File: src/rtl/kpad_pkg.sv
// Shared definitions for the 4x3 keypad scanner: FSM states, scan classes
// and the row/column to key-code map.
package kpad_pkg;

    localparam int unsigned NUM_ROWS = 4;
    localparam int unsigned NUM_COLS = 3;
    localparam int unsigned NUM_KEYS = NUM_ROWS * NUM_COLS;
    localparam int unsigned CODE_W   = 4;
    localparam int unsigned ROW_W    = 2;

    localparam logic [CODE_W-1:0] KEY_STAR = 4'd10;
    localparam logic [CODE_W-1:0] KEY_HASH = 4'd11;

    typedef enum logic [1:0] {
        ST_RELEASED    = 2'd0,
        ST_DEB_PRESS   = 2'd1,
        ST_PRESSED     = 2'd2,
        ST_DEB_RELEASE = 2'd3
    } state_t;

    typedef enum logic [1:0] {
        SC_NONE   = 2'd0,
        SC_SINGLE = 2'd1,
        SC_MULTI  = 2'd2
    } scan_class_t;

    // Phone-style layout: 1-2-3 / 4-5-6 / 7-8-9 / *-0-#
    function automatic logic [CODE_W-1:0] key_map(input logic [ROW_W-1:0] row,
                                                  input logic [1:0]       col);
        logic [CODE_W-1:0] code;
        code = '0;
        unique case (row)
            2'd0:    code = 4'd1 + CODE_W'(col);
            2'd1:    code = 4'd4 + CODE_W'(col);
            2'd2:    code = 4'd7 + CODE_W'(col);
            default: begin
                unique case (col)
                    2'd0:    code = KEY_STAR;
                    2'd1:    code = 4'd0;
                    default: code = KEY_HASH;
                endcase
            end
        endcase
        return code;
    endfunction

endpackage

File: src/rtl/kpad_sync.sv
// Parameterized-width two-flop synchronizer with a programmable reset value.
module kpad_sync #(
    parameter int unsigned        WIDTH   = 1,
    parameter logic [WIDTH-1:0]   RST_VAL = '0
) (
    input  logic             clk,
    input  logic             reset,
    input  logic [WIDTH-1:0] d,
    output logic [WIDTH-1:0] q
);

    logic [WIDTH-1:0] meta;

    always_ff @(posedge clk or posedge reset) begin
        if (reset) begin
            meta <= RST_VAL;
            q    <= RST_VAL;
        end else begin
            meta <= d;
            q    <= meta;
        end
    end

endmodule

File: src/rtl/kpad_scan.sv
// 4x3 matrix keypad scanner: row rotation, per-scan classification,
// debounce FSM and a single-entry ready/valid key output.
module kpad_scan
    import kpad_pkg::*;
#(
    parameter int unsigned ROW_CYCLES     = 100000,
    parameter int unsigned DEBOUNCE_SCANS = 4
) (
    input  logic                clk,
    input  logic                reset,
    input  logic [NUM_COLS-1:0] col,
    output logic [NUM_ROWS-1:0] fil,
    output logic [CODE_W-1:0]   key_code,
    output logic                key_valid,
    input  logic                key_ready,
    output logic                key_down,
    output logic                overrun
);

    localparam int unsigned TMR_W = (ROW_CYCLES > 1) ? $clog2(ROW_CYCLES) : 1;
    localparam int unsigned CNT_W = $clog2(DEBOUNCE_SCANS + 1);

    localparam logic [TMR_W-1:0] TMR_LAST = TMR_W'(ROW_CYCLES - 1);
    localparam logic [CNT_W-1:0] CNT_LAST = CNT_W'(DEBOUNCE_SCANS - 1);

    logic [NUM_COLS-1:0] col_s;
    logic [ROW_W-1:0]    row_idx;
    logic [ROW_W-1:0]    row_nxt;
    logic [TMR_W-1:0]    row_tmr;
    logic                row_last;
    logic [NUM_KEYS-1:0] scan_map;
    logic                scan_eval;

    scan_class_t         scan_cls;
    logic [CODE_W-1:0]   scan_code;
    logic [3:0]          hits;

    state_t              state;
    logic [CNT_W-1:0]    cnt;
    logic [CODE_W-1:0]   cand;

    kpad_sync #(
        .WIDTH   (NUM_COLS),
        .RST_VAL (3'b111)
    ) u_col_sync (
        .clk   (clk),
        .reset (reset),
        .d     (col),
        .q     (col_s)
    );

    assign row_nxt  = row_idx + 2'd1;
    assign row_last = (row_tmr == TMR_LAST);

    // Row rotation; the settled columns are captured on the last cycle of each row
    always_ff @(posedge clk or posedge reset) begin
        if (reset) begin
            row_idx   <= '0;
            row_tmr   <= '0;
            fil       <= 4'b1110;
            scan_map  <= '0;
            scan_eval <= 1'b0;
        end else begin
            scan_eval <= 1'b0;
            if (row_last) begin
                row_tmr   <= '0;
                row_idx   <= row_nxt;
                fil       <= ~(4'b0001 << row_nxt);
                scan_eval <= (row_idx == 2'd3);
                unique case (row_idx)
                    2'd0:    scan_map[2:0]   <= ~col_s;
                    2'd1:    scan_map[5:3]   <= ~col_s;
                    2'd2:    scan_map[8:6]   <= ~col_s;
                    default: scan_map[11:9]  <= ~col_s;
                endcase
            end else begin
                row_tmr <= row_tmr + TMR_W'(1);
            end
        end
    end

    // Classify the completed scan: no key, exactly one key, or several
    always_comb begin
        hits      = '0;
        scan_code = '0;
        scan_cls  = SC_NONE;
        for (int unsigned r = 0; r < NUM_ROWS; r++) begin
            for (int unsigned c = 0; c < NUM_COLS; c++) begin
                if (scan_map[r*NUM_COLS + c]) begin
                    hits      = hits + 4'd1;
                    scan_code = key_map(ROW_W'(r), 2'(c));
                end
            end
        end
        if (hits == 4'd1) begin
            scan_cls = SC_SINGLE;
        end else if (hits > 4'd1) begin
            scan_cls = SC_MULTI;
        end
    end

    // Debounce FSM plus output handshake; a later accept overrides the clear
    always_ff @(posedge clk or posedge reset) begin
        if (reset) begin
            state     <= ST_RELEASED;
            cnt       <= '0;
            cand      <= '0;
            key_code  <= '0;
            key_valid <= 1'b0;
            key_down  <= 1'b0;
            overrun   <= 1'b0;
        end else begin
            overrun <= 1'b0;
            if (key_valid && key_ready) begin
                key_valid <= 1'b0;
            end
            if (scan_eval) begin
                unique case (state)
                    ST_RELEASED: begin
                        if (scan_cls == SC_SINGLE) begin
                            cand <= scan_code;
                            if (DEBOUNCE_SCANS <= 1) begin
                                state    <= ST_PRESSED;
                                key_down <= 1'b1;
                                cnt      <= '0;
                                if (key_valid && !key_ready) begin
                                    overrun <= 1'b1;
                                end else begin
                                    key_code  <= scan_code;
                                    key_valid <= 1'b1;
                                end
                            end else begin
                                state <= ST_DEB_PRESS;
                                cnt   <= CNT_W'(1);
                            end
                        end
                    end
                    ST_DEB_PRESS: begin
                        if (scan_cls == SC_SINGLE && scan_code == cand) begin
                            if (cnt == CNT_LAST) begin
                                state    <= ST_PRESSED;
                                key_down <= 1'b1;
                                cnt      <= '0;
                                if (key_valid && !key_ready) begin
                                    overrun <= 1'b1;
                                end else begin
                                    key_code  <= cand;
                                    key_valid <= 1'b1;
                                end
                            end else begin
                                cnt <= cnt + CNT_W'(1);
                            end
                        end else if (scan_cls == SC_SINGLE) begin
                            cand <= scan_code;
                            cnt  <= CNT_W'(1);
                        end else begin
                            state <= ST_RELEASED;
                            cnt   <= '0;
                        end
                    end
                    ST_PRESSED: begin
                        if (scan_cls == SC_NONE) begin
                            if (DEBOUNCE_SCANS <= 1) begin
                                state    <= ST_RELEASED;
                                key_down <= 1'b0;
                                cnt      <= '0;
                            end else begin
                                state <= ST_DEB_RELEASE;
                                cnt   <= CNT_W'(1);
                            end
                        end
                    end
                    default: begin
                        if (scan_cls == SC_NONE) begin
                            if (cnt == CNT_LAST) begin
                                state    <= ST_RELEASED;
                                key_down <= 1'b0;
                                cnt      <= '0;
                            end else begin
                                cnt <= cnt + CNT_W'(1);
                            end
                        end else begin
                            state <= ST_PRESSED;
                            cnt   <= '0;
                        end
                    end
                endcase
            end
        end
    end

endmodule

File: config.mk
export PLATFORM = sky130hd
export DESIGN_NAME = kpad_scan
export DESIGN_NICKNAME = d
export VERILOG_FILES = /design/src/rtl/kpad_pkg.sv /design/src/rtl/kpad_sync.sv /design/src/rtl/kpad_scan.sv
export SDC_FILE = /design/constraint.sdc
export NUM_CORES = 1
export LEC_CHECK = 0
export ABC_AREA = 1
export BUFFER_PORTS_ARGS = -buffer_cell sky130_fd_sc_hd__buf_4
export CAP_MARGIN = 10
export CORE_MARGIN = 1
export CORE_UTILIZATION = 50
export DETAILED_ROUTE_END_ITERATION = 10
export GPL_TIMING_DRIVEN = 0
export PLACE_DENSITY = 0.67
export SLEW_MARGIN = 20
export SYNTH_ARGS = -nofsm -noshare
export SYNTH_HDL_FRONTEND = slang
export SYNTH_HIERARCHICAL = 1
export SYNTH_SLANG_ARGS = --single-unit
File: constraint.sdc
create_clock -name clk -period 5.6 [get_ports clk]
set_clock_uncertainty 0.05 [all_clocks]
set_input_delay 0.28 -clock clk [delete_from_list [all_inputs] [get_ports clk]]
set_output_delay 0.28 -clock clk [all_outputs]
set_load 0.05 [all_outputs]
==> results.txt, run 1 <==
Outcome: complete, no violations
Synth area leader: dfrtp_1
Area share of the largest cell type after synthesis: 28.34%
Kind of critical path: reg2reg
Post-Synthesis Cells: 616
Arrival time of the worst setup path: 5.67 ns
ANT cells: 0
Actual slew at the worst max-slew pin: 0.6410 ns
Post-Synth Simple-Gate Area: 41.18%
Cell Rows: 33
Synthesized Nets: 645
Max Cap Violations: 0
Asr flop ratio synth: 100.0%
Post-synth top cells: 199 x nand2_1, 76 x inv_1, 62 x nand3_1, 49 x dfrtp_1, 47 x nor2_1
Crit path max fanout: 7
Critical path origin: scan_map[1]
Highest routed layer: met4
Fill count: 662
Mux cell area share after synthesis: 0%
Syn_area_per_cell: 7.024 sq um
Top FF cell, synth: dfrtp_1
Synth-to-layout area growth: 31.64%
Lkg Pwr: 3.051 nW
RSZ-0062 raised after global routing: true
I/O Buffers: 16
Metal3 WL: 327 microns
Max Freq: 181.8 MHz
Synth warn: 6
Post-synthesis adder-cell area fraction: 6.651%
Final ANT Viol Nets: 0
H-tree depth: 3
Final Cycle Share: 98.22%
Worst Setup EP: key_code[0]
Worst-Skew Late Latency: 0.33 ns
Internal reg-to-reg setup slack: 0.1 ns
Total CTS buffers: 9
Initial Utilization: 52.13%
Worst-path clk slew: 0.08 ns
Die H: 95.03 microns
Flops & latches, synth: 58
Setup violations, final: 0
XOR/XNOR share of the synthesized area: 2.660%
Power Dens Cells: 162.0 nW/um^2
First-pass GRT wire length: 16,620 microns
Critical path capture point type: register
Min-delay worst type: reg2reg
Maximum VDD drop: 0.1468 mV
Pre-antenna DRT Iters: 5
Core area: 8299 sq um
Via Count: 4,157
Number of synthesized flops with an enable pin: 0
Met1 WL: 4750 microns
Initial DRC count: 152
Crit path required time: 5.77 ns
Via density: 5.170
Die footprint: 9030 sq um
Slew Limit Fails: 0
Slowest stage delay, CP: 0.40 ns
Sequential cell area fraction in the yosys report: 33.81%
Number of global-route vias before repair: 3,874
GRT Total Usage: 23.42%
Count leader, synth: nand2_1
Largest family of logic cells by synthesized area: simple AND/OR/NAND/NOR gates
Crit Reg-Reg Endpoint: key_code[0]
Synth Area in Compound Gates: 6.998%
DR WL/cell: 13.20 microns
GPL Wtd Cong: 0.8336
Worst R2R Path Depth: 41
CTS max path bufs: 2
Die Width: 95.03 microns
Startpoint types: register
CTS tree: done
Final-stage net count: 723
I/O pin total: 17
CTS root buffer: clkbuf_8
Final wirelength: 10,610 microns
Min Hold Slack: 0.3091 ns
Syn Std Cell Area: 4327 sq um
Remaining global-route overflow: 0
Layout cell share with drive strength beyond 1: 34.05%
Metal2 WL: 5363 microns
Rel. slew slack: 57.11%
Minimum clock period: 5.500 ns
Ranking of synthesized cells by area: dfrtp_1 28%, nand2_1 17%, nand3_1 7.2%
Final hold violation count: 0
Count of cell types in the netlist: 40
Clock Sinks: 58
Hpwl dp: 6607 microns
Hold path startpoint: u_col_sync/meta[1]
CP max stage cell: dfrtp_1
Total power: 0.9228 mW
Worst r2r src: scan_map[1]
Cell mode on critical path: nand2_4
Antenna violations before repair: 0
Pin count of the biggest net entering global routing: 30
DR DRC count: 0
## worst min path at each step
stage                          to  slack (ns)  cells after the start
6_report          u_col_sync/q[1]        0.31                      0
5_1_grt           u_col_sync/q[0]        0.31                      0
4_1_cts                   overrun        0.26                      4
3_5_place_dp      u_col_sync/q[1]        0.30                      0
3_3_place_gp      u_col_sync/q[0]        0.30                      0
2_1_floorplan  u_col_sync/meta[0]        0.23                      1
## where the power goes
| part | internal, mW | switching, mW |
|---|---|---|
| clock network | 0.300 | 0.183 |
| registers | 0.423 | 0.00157 |
| logic | 0.00551 | 0.00946 |
| total | 0.728 | 0.194 |
## routing by layer
metal | global-route usage, % | up-vias
li1 | - | 2111
met1 | 29.46 | 1951
met2 | 41.07 | 78
met3 | 4.944 | 17
met4 | 5.303 | 0
met5 | 0 | -
## sequential cells by signal (all words and copies together), names as in the netlist
signal	flops
cand	4
cnt	3
fil	4
key_code	4
key_down	1
key_valid	1
overrun	1
row_idx	2
row_tmr	17
scan_eval	1
scan_map	12
state	2
u_col_sync/meta	3
u_col_sync/q	3
## worst max-delay path: cells and delay by family, from the launching register on
| family | cells | cell delay (ns) |
|---|---|---|
| flops | 1 | 0.40 |
| simple gates | 26 | 2.82 |
| xor+xnor | 1 | 0.10 |
| fa+ha+maj | 5 | 1.08 |
| buf+inv | 7 | 0.73 |
| compound gates | 2 | 0.23 |
## cells by family (layout without fill, tap and decap cells)
kind of cell / after synthesis / count (layout)
buffers and inverters: 95 / 178
xor gates and xnor gates: 11 / 11
DFF: 58 / 58
and+or+nand+nor: 373 / 373
adders and majority gates: 23 / 23
AOI/OAI and AO/OA: 56 / 56
## cell usage in the layout, fill, tap and decap left out, drive strengths merged, types with 6 or more instances in the layout
master,n
dfstp,9
ha,23
or2,8
xor2,8
clkbuf,10
dfrtp,49
nor2,53
a21oi,14
nand3,74
o21ai,34
nor3,6
inv,89
buf,70
nand2,224
## cell type report
type | instances | area (sq um) | share of cell area [%]
Tap cell | 105 | 131.4 | 2.307
Clock inverter | 7 | 125.1 | 2.197
Clock buffer | 9 | 123.9 | 2.175
Timing Repair Buffer | 67 | 536.8 | 9.424
Buffer | 8 | 47.55 | 0.8348
Inverter | 87 | 331.6 | 5.822
Sequential cell | 58 | 1464 | 25.70
Multi-Input combinational cell | 463 | 2935 | 51.54
## through the flow
stage               setup WS (ns)  instance area, sq um  utilization (%)  cells  TNS (ns)
detailed placement        -0.4901                  4637            55.87    738    -6.747
floorplan               0.0002016                  4365                -    616         0
global placement          -0.4297                  4617            55.63    737    -5.823
finish                    0.09957                  5695            68.63    804         0
CTS                      0.005647                  5399            65.05    805         0
global route              -0.1772                  5695            68.63    804    -2.115
## timing repair
action                                  4_1_cts  5_1_grt
endpoints found under the setup margin       16       16
hold buffers                                  4        0
hold endpoints to repair                     25        0
setup buffers                                47        3
gates resized for setup                      30       71
pin swaps                                    44       60
(Power assumes the default switching activity.)
==> run 2, diff against run 1 <==
--- a/config.mk
+++ b/config.mk
@@ -8,7 +8,7 @@
 export ABC_AREA = 1
 export BUFFER_PORTS_ARGS = -buffer_cell sky130_fd_sc_hd__buf_4
 export CAP_MARGIN = 10
-export CORE_MARGIN = 1
+export CORE_MARGIN = 2
 export CORE_UTILIZATION = 50
 export DETAILED_ROUTE_END_ITERATION = 10
 export GPL_TIMING_DRIVEN = 0
==> results.txt, run 2 (synthesis results as in run 1) <==
Critical path origin: scan_map[1]
Slowest stage delay, CP: 0.41 ns
Setup violations, final: 0
Post-route insts no fill: 821
Maximum VDD drop: 0.1406 mV
Commonest non-fill, non-tap cells in the layout: 152 x nand2_1, 76 x buf_4, 73 x inv_1, 53 x nand3_1, 49 x dfrtp_1
Worst setup margin: 0.04999 ns
Number of global-route vias before repair: 4,039
Initial Utilization: 52.13%
ANT cells: 0
Hold path startpoint: key_ready
GPL Wtd Cong: 0.8439
DR WL/cell: 13.50 microns
Via density: 5.177
Pin count of the biggest net entering global routing: 28
H-tree depth: 3
Crit path max fanout: 4
Layout cell share with drive strength beyond 1: 35.47%
Worst r2r src: scan_map[1]
Post-route setup TNS: 0 ns
Biggest regs: row_tmr: 17 flops, scan_map: 12 flops
Startpoint types: register
Synth-to-layout area growth: 34.79%
Min Hold Slack: 0.2565 ns
RSZ-0062 raised after global routing: true
Reg area: 1463 sq um
Rel. slew slack: 61.11%
Min-delay worst type: in2reg
Clock Sinks: 58
Final Core Density: 70.27%
Die footprint: 9414 sq um
CP max stage cell: dfrtp_1
Final ANT Viol Nets: 0
GRT Total Usage: 22.16%
Hpwl dp: 6629 microns
Final Cycle Share: 99.11%
Power Dens Cells: 151.5 nW/um^2
Actual slew at the worst max-slew pin: 0.5826 ns
Worst-path clk slew: 0.07 ns
Kind of critical path: reg2reg
Pre-antenna DRT Iters: 5
Cell Rows: 33
Critical path capture point type: register
I/O pin total: 17
Leading cell type in the layout, fill and taps excluded: nand2_1
CTS tree: done
Outcome: complete, no violations
Worst-Skew Late Latency: 0.34 ns
Minimum clock period: 5.550 ns
Crit path required time: 5.83 ns
CTS max path bufs: 2
Max Cap Violations: 0
Multi-input logic area: 2962 sq um
Via Count: 4,250
Total power: 0.8834 mW
Fill count: 612
Placed cell area: 4637 sq um
Dpl ws: -0.5286 ns
Max reg flops: 17
Placed cell count: 738
Initial DRC count: 202
Die Width: 97.03 microns
Final-stage net count: 740
Final wirelength: 11,080 microns
Post-route cell area: 5832 sq um
Total CTS buffers: 9
Lkg Pwr: 3.102 nW
First-pass GRT wire length: 17,690 microns
Slew Limit Fails: 0
Largest Register: row_tmr
Remaining global-route overflow: 0
Final hold violation count: 0
Max Freq: 180.2 MHz
DR DRC count: 0
I/O Buffers: 16
Cell mode on critical path: nand2_2
Core area: 8299 sq um
Arrival time of the worst setup path: 5.78 ns
CTS root buffer: clkbuf_8
Die H: 97.03 microns
Antenna violations before repair: 0
run 2: cell count changes in the layout (fill, tap and decap cells not counted), sizes merged:
cell    change
buf        +17
bufinv      -1
clkbuf      +3
clkinv      +1
inv         -3
run 2: area by class of cell:
cell class | count | share of cell area, %
multi-input cells | 463 | 50.78
inverters | 87 | 5.685
clock buffers | 12 | 2.660
well taps | 105 | 2.253
plain buffers | 8 | 0.8153
clock inverters | 4 | 1.266
flip-flops and latches | 58 | 25.08
repair buffers | 84 | 11.46
run 2: power by group:
part	total [mW]	leakage (nW)	switching, mW	internal, mW
registers	0.425	0.764	0.00154	0.423
logic	0.0148	2.22	0.00929	0.00550
clock network	0.444	0.117	0.169	0.275
run 2: layer usage:
layer	vias up	share of wire, %	track usage, %
li1	2150	-	-
met1	1982	43	28.81
met2	89	51	37.98
met3	29	3.7	4.046
met4	0	2.4	5.959
met5	-	0	0
run 2: final timing paths:
kind,end,slack (ns),depth (start not counted)
setup / recovery,state[1],0.05,44
hold / removal,overrun,0.26,4
max in group asynchronous,fil[3],4.36,4
setup reg to reg,state[1],0.05,44
hold reg to reg,u_col_sync/q[1],0.30,0
min in group asynchronous,row_tmr[11],0.52,3
run 2: critical path, delay by kind of cell (launching register included):
family	cells	cell delay, ns
flops	1	0.41
simple gates	33	3.34
buf+inv	5	0.47
xor+xnor	1	0.11
fa+ha+maj	5	1.11
run 2: repair_timing:
action	4_1_cts	5_1_grt
endpoints found under the hold margin	27	0
hold buffers	4	0
pin swaps	44	60
gates cloned	0	0
resized for setup	33	75
buffers inserted	57	13
endpoints found under the setup margin	16	16
==> run 3, diff against run 2 <==
--- a/config.mk
+++ b/config.mk
@@ -8,6 +8,7 @@
 export ABC_AREA = 1
 export BUFFER_PORTS_ARGS = -buffer_cell sky130_fd_sc_hd__buf_4
 export CAP_MARGIN = 10
+export CORE_ASPECT_RATIO = 1.75
 export CORE_MARGIN = 2
 export CORE_UTILIZATION = 50
 export DETAILED_ROUTE_END_ITERATION = 10
==> results.txt, run 3 (synthesis results as in run 1) <==
Die Width: 74.32 microns
Kind of critical path: reg2reg
Startpoint types: register
ANT cells: 0
CTS tree: done
Maximum VDD drop: 0.2252 mV
Arrival time of the worst setup path: 5.61 ns
I/O pin total: 17
H-tree depth: 3
Placed cell count: 748
Lkg Pwr: 3.034 nW
Setup violations, final: 0
Layout cell share with drive strength beyond 1: 33.09%
CP max stage cell: dfrtp_1
Actual slew at the worst max-slew pin: 0.7003 ns
Core area: 8368 sq um
RSZ-0062 raised after global routing: true
Number of global-route vias before repair: 4,221
Pin count of the biggest net entering global routing: 32
Final hold violation count: 0
Synth-to-layout area growth: 31.55%
Commonest non-fill, non-tap cells in the layout: 159 x nand2_1, 73 x inv_1, 60 x buf_4, 49 x nand3_1, 49 x dfrtp_1
Biggest regs: row_tmr: 17 flops, scan_map: 12 flops
Initial Utilization: 51.70%
DR DRC count: 0
Rel. slew slack: 53.25%
Die footprint: 9443 sq um
Pre-antenna DRT Iters: 4
Crit path required time: 5.76 ns
CTS max path bufs: 2
Via Count: 4,169
Worst-Skew Late Latency: 0.33 ns
Cell mode on critical path: nand2_2
Remaining global-route overflow: 0
Dpl ws: -0.5070 ns
First-pass GRT wire length: 17,350 microns
Largest Register: row_tmr
Min-delay worst type: in2reg
Post-route insts no fill: 810
Post-route cell area: 5692 sq um
Post-route setup TNS: 0 ns
Placed cell area: 4657 sq um
Power Dens Cells: 179.7 nW/um^2
Hpwl dp: 7121 microns
Max Freq: 183.7 MHz
Leading cell type in the layout, fill and taps excluded: nand2_1
Final Cycle Share: 97.21%
I/O Buffers: 16
GRT Total Usage: 23.09%
Max Cap Violations: 0
Cell Rows: 44
Total CTS buffers: 9
Total power: 1.023 mW
Worst-path clk slew: 0.05 ns
Final ANT Viol Nets: 0
Hold-fix buffers, CTS: 0
Critical path capture point type: register
Clock Sinks: 58
Final wirelength: 10,510 microns
Final-stage net count: 719
Minimum clock period: 5.444 ns
Max reg flops: 17
Slew Limit Fails: 0
Die H: 127.1 microns
Outcome: complete, no violations
Worst setup margin: 0.1561 ns
Via density: 5.147
Slowest stage delay, CP: 0.39 ns
Antenna violations before repair: 0
Initial DRC count: 134
CTS root buffer: clkbuf_16
Crit path max fanout: 4
GPL Wtd Cong: 0.9029
DR WL/cell: 12.98 microns
run 3: changes by cell type in the layout (fill, tap and decap cells not counted), moves of 2 or more:
cell / before / now
buf_4: 76 / 60
nor2_4: 8 / 6
nor2_1: 40 / 43
nand3_4: 5 / 3
nand2_1: 152 / 159
dlygate4sd3_1: 4 / 0
nand3_1: 53 / 49
ha_4: 9 / 7
nand3_2: 16 / 22
clkbuf_16: 0 / 9
nand2_4: 30 / 24
clkbuf_8: 11 / 1
ha_1: 14 / 16
run 3: repair_timing:
| item | 4_1_cts | 5_1_grt |
|---|---|---|
| resized for setup | 29 | 61 |
| pin swaps | 38 | 57 |
| setup buffers | 38 | 13 |
| setup endpoints to repair | 16 | 16 |
run 3: power breakdown:
| part | total [mW] | internal (mW) | switching (mW) |
|---|---|---|---|
| sequential | 0.426 | 0.424 | 0.00166 |
| clock | 0.584 | 0.400 | 0.184 |
| combinational | 0.0131 | 0.00425 | 0.00887 |
| total | 1.02 | 0.828 | 0.195 |
run 3: path summary, 6_finish.rpt:
path	start	endpoint	cells past startpoint	slack, ns
max in group asynchronous	reset	fil[3]	3	4.85
worst max-delay path	scan_map[1]	state[1]	41	0.16
worst min register to register	u_col_sync/meta[0]	u_col_sync/q[0]	0	0.30
worst min-delay path	col[2]	u_col_sync/meta[2]	1	0.009
worst max register to register	scan_map[1]	state[1]	41	0.16
min in group asynchronous	reset	scan_map[2]	2	0.03
run 3: layout make-up:
cell class,count,area [sq um]
clock buffers,11,242.7
well taps,115,143.9
inverters,87,331.6
plain buffers,8,47.55
repair buffers,63,504.2
multi-input cells,463,2880
fillers,701,2676
clock inverters,5,78.83
flip-flops and latches,58,1463
run 3: through the flow:
step | utilization, % | hold WS (ns)
4_1_cts | 64.19 | 0.0009489
2_1_floorplan | - | 0.2290
3_3_place_gp | 55.32 | 0.2965
3_5_place_dp | 55.65 | 0.2972
5_1_grt | 68.02 | 0.001513
6_report | 68.02 | 0.008908
run 3: critical path: cells and delay by family (launching register included):
| family | cells | cell delay [ns] |
|---|---|---|
| AOI/OAI and AO/OA | 3 | 0.37 |
| xor gates and xnor gates | 1 | 0.10 |
| adders and majority gates | 6 | 1.31 |
| buffers and inverters | 3 | 0.25 |
| DFF | 1 | 0.39 |
| and+or+nand+nor | 28 | 2.83 |
run 3: per-layer routing:
metal,share of wire (%),up-vias,GRT usage [%]
li1,-,2099,-
met1,38,1955,23.58
met2,56,75,43.75
met3,2.0,40,3.233
met4,3.5,0,11.34
met5,0,-,0
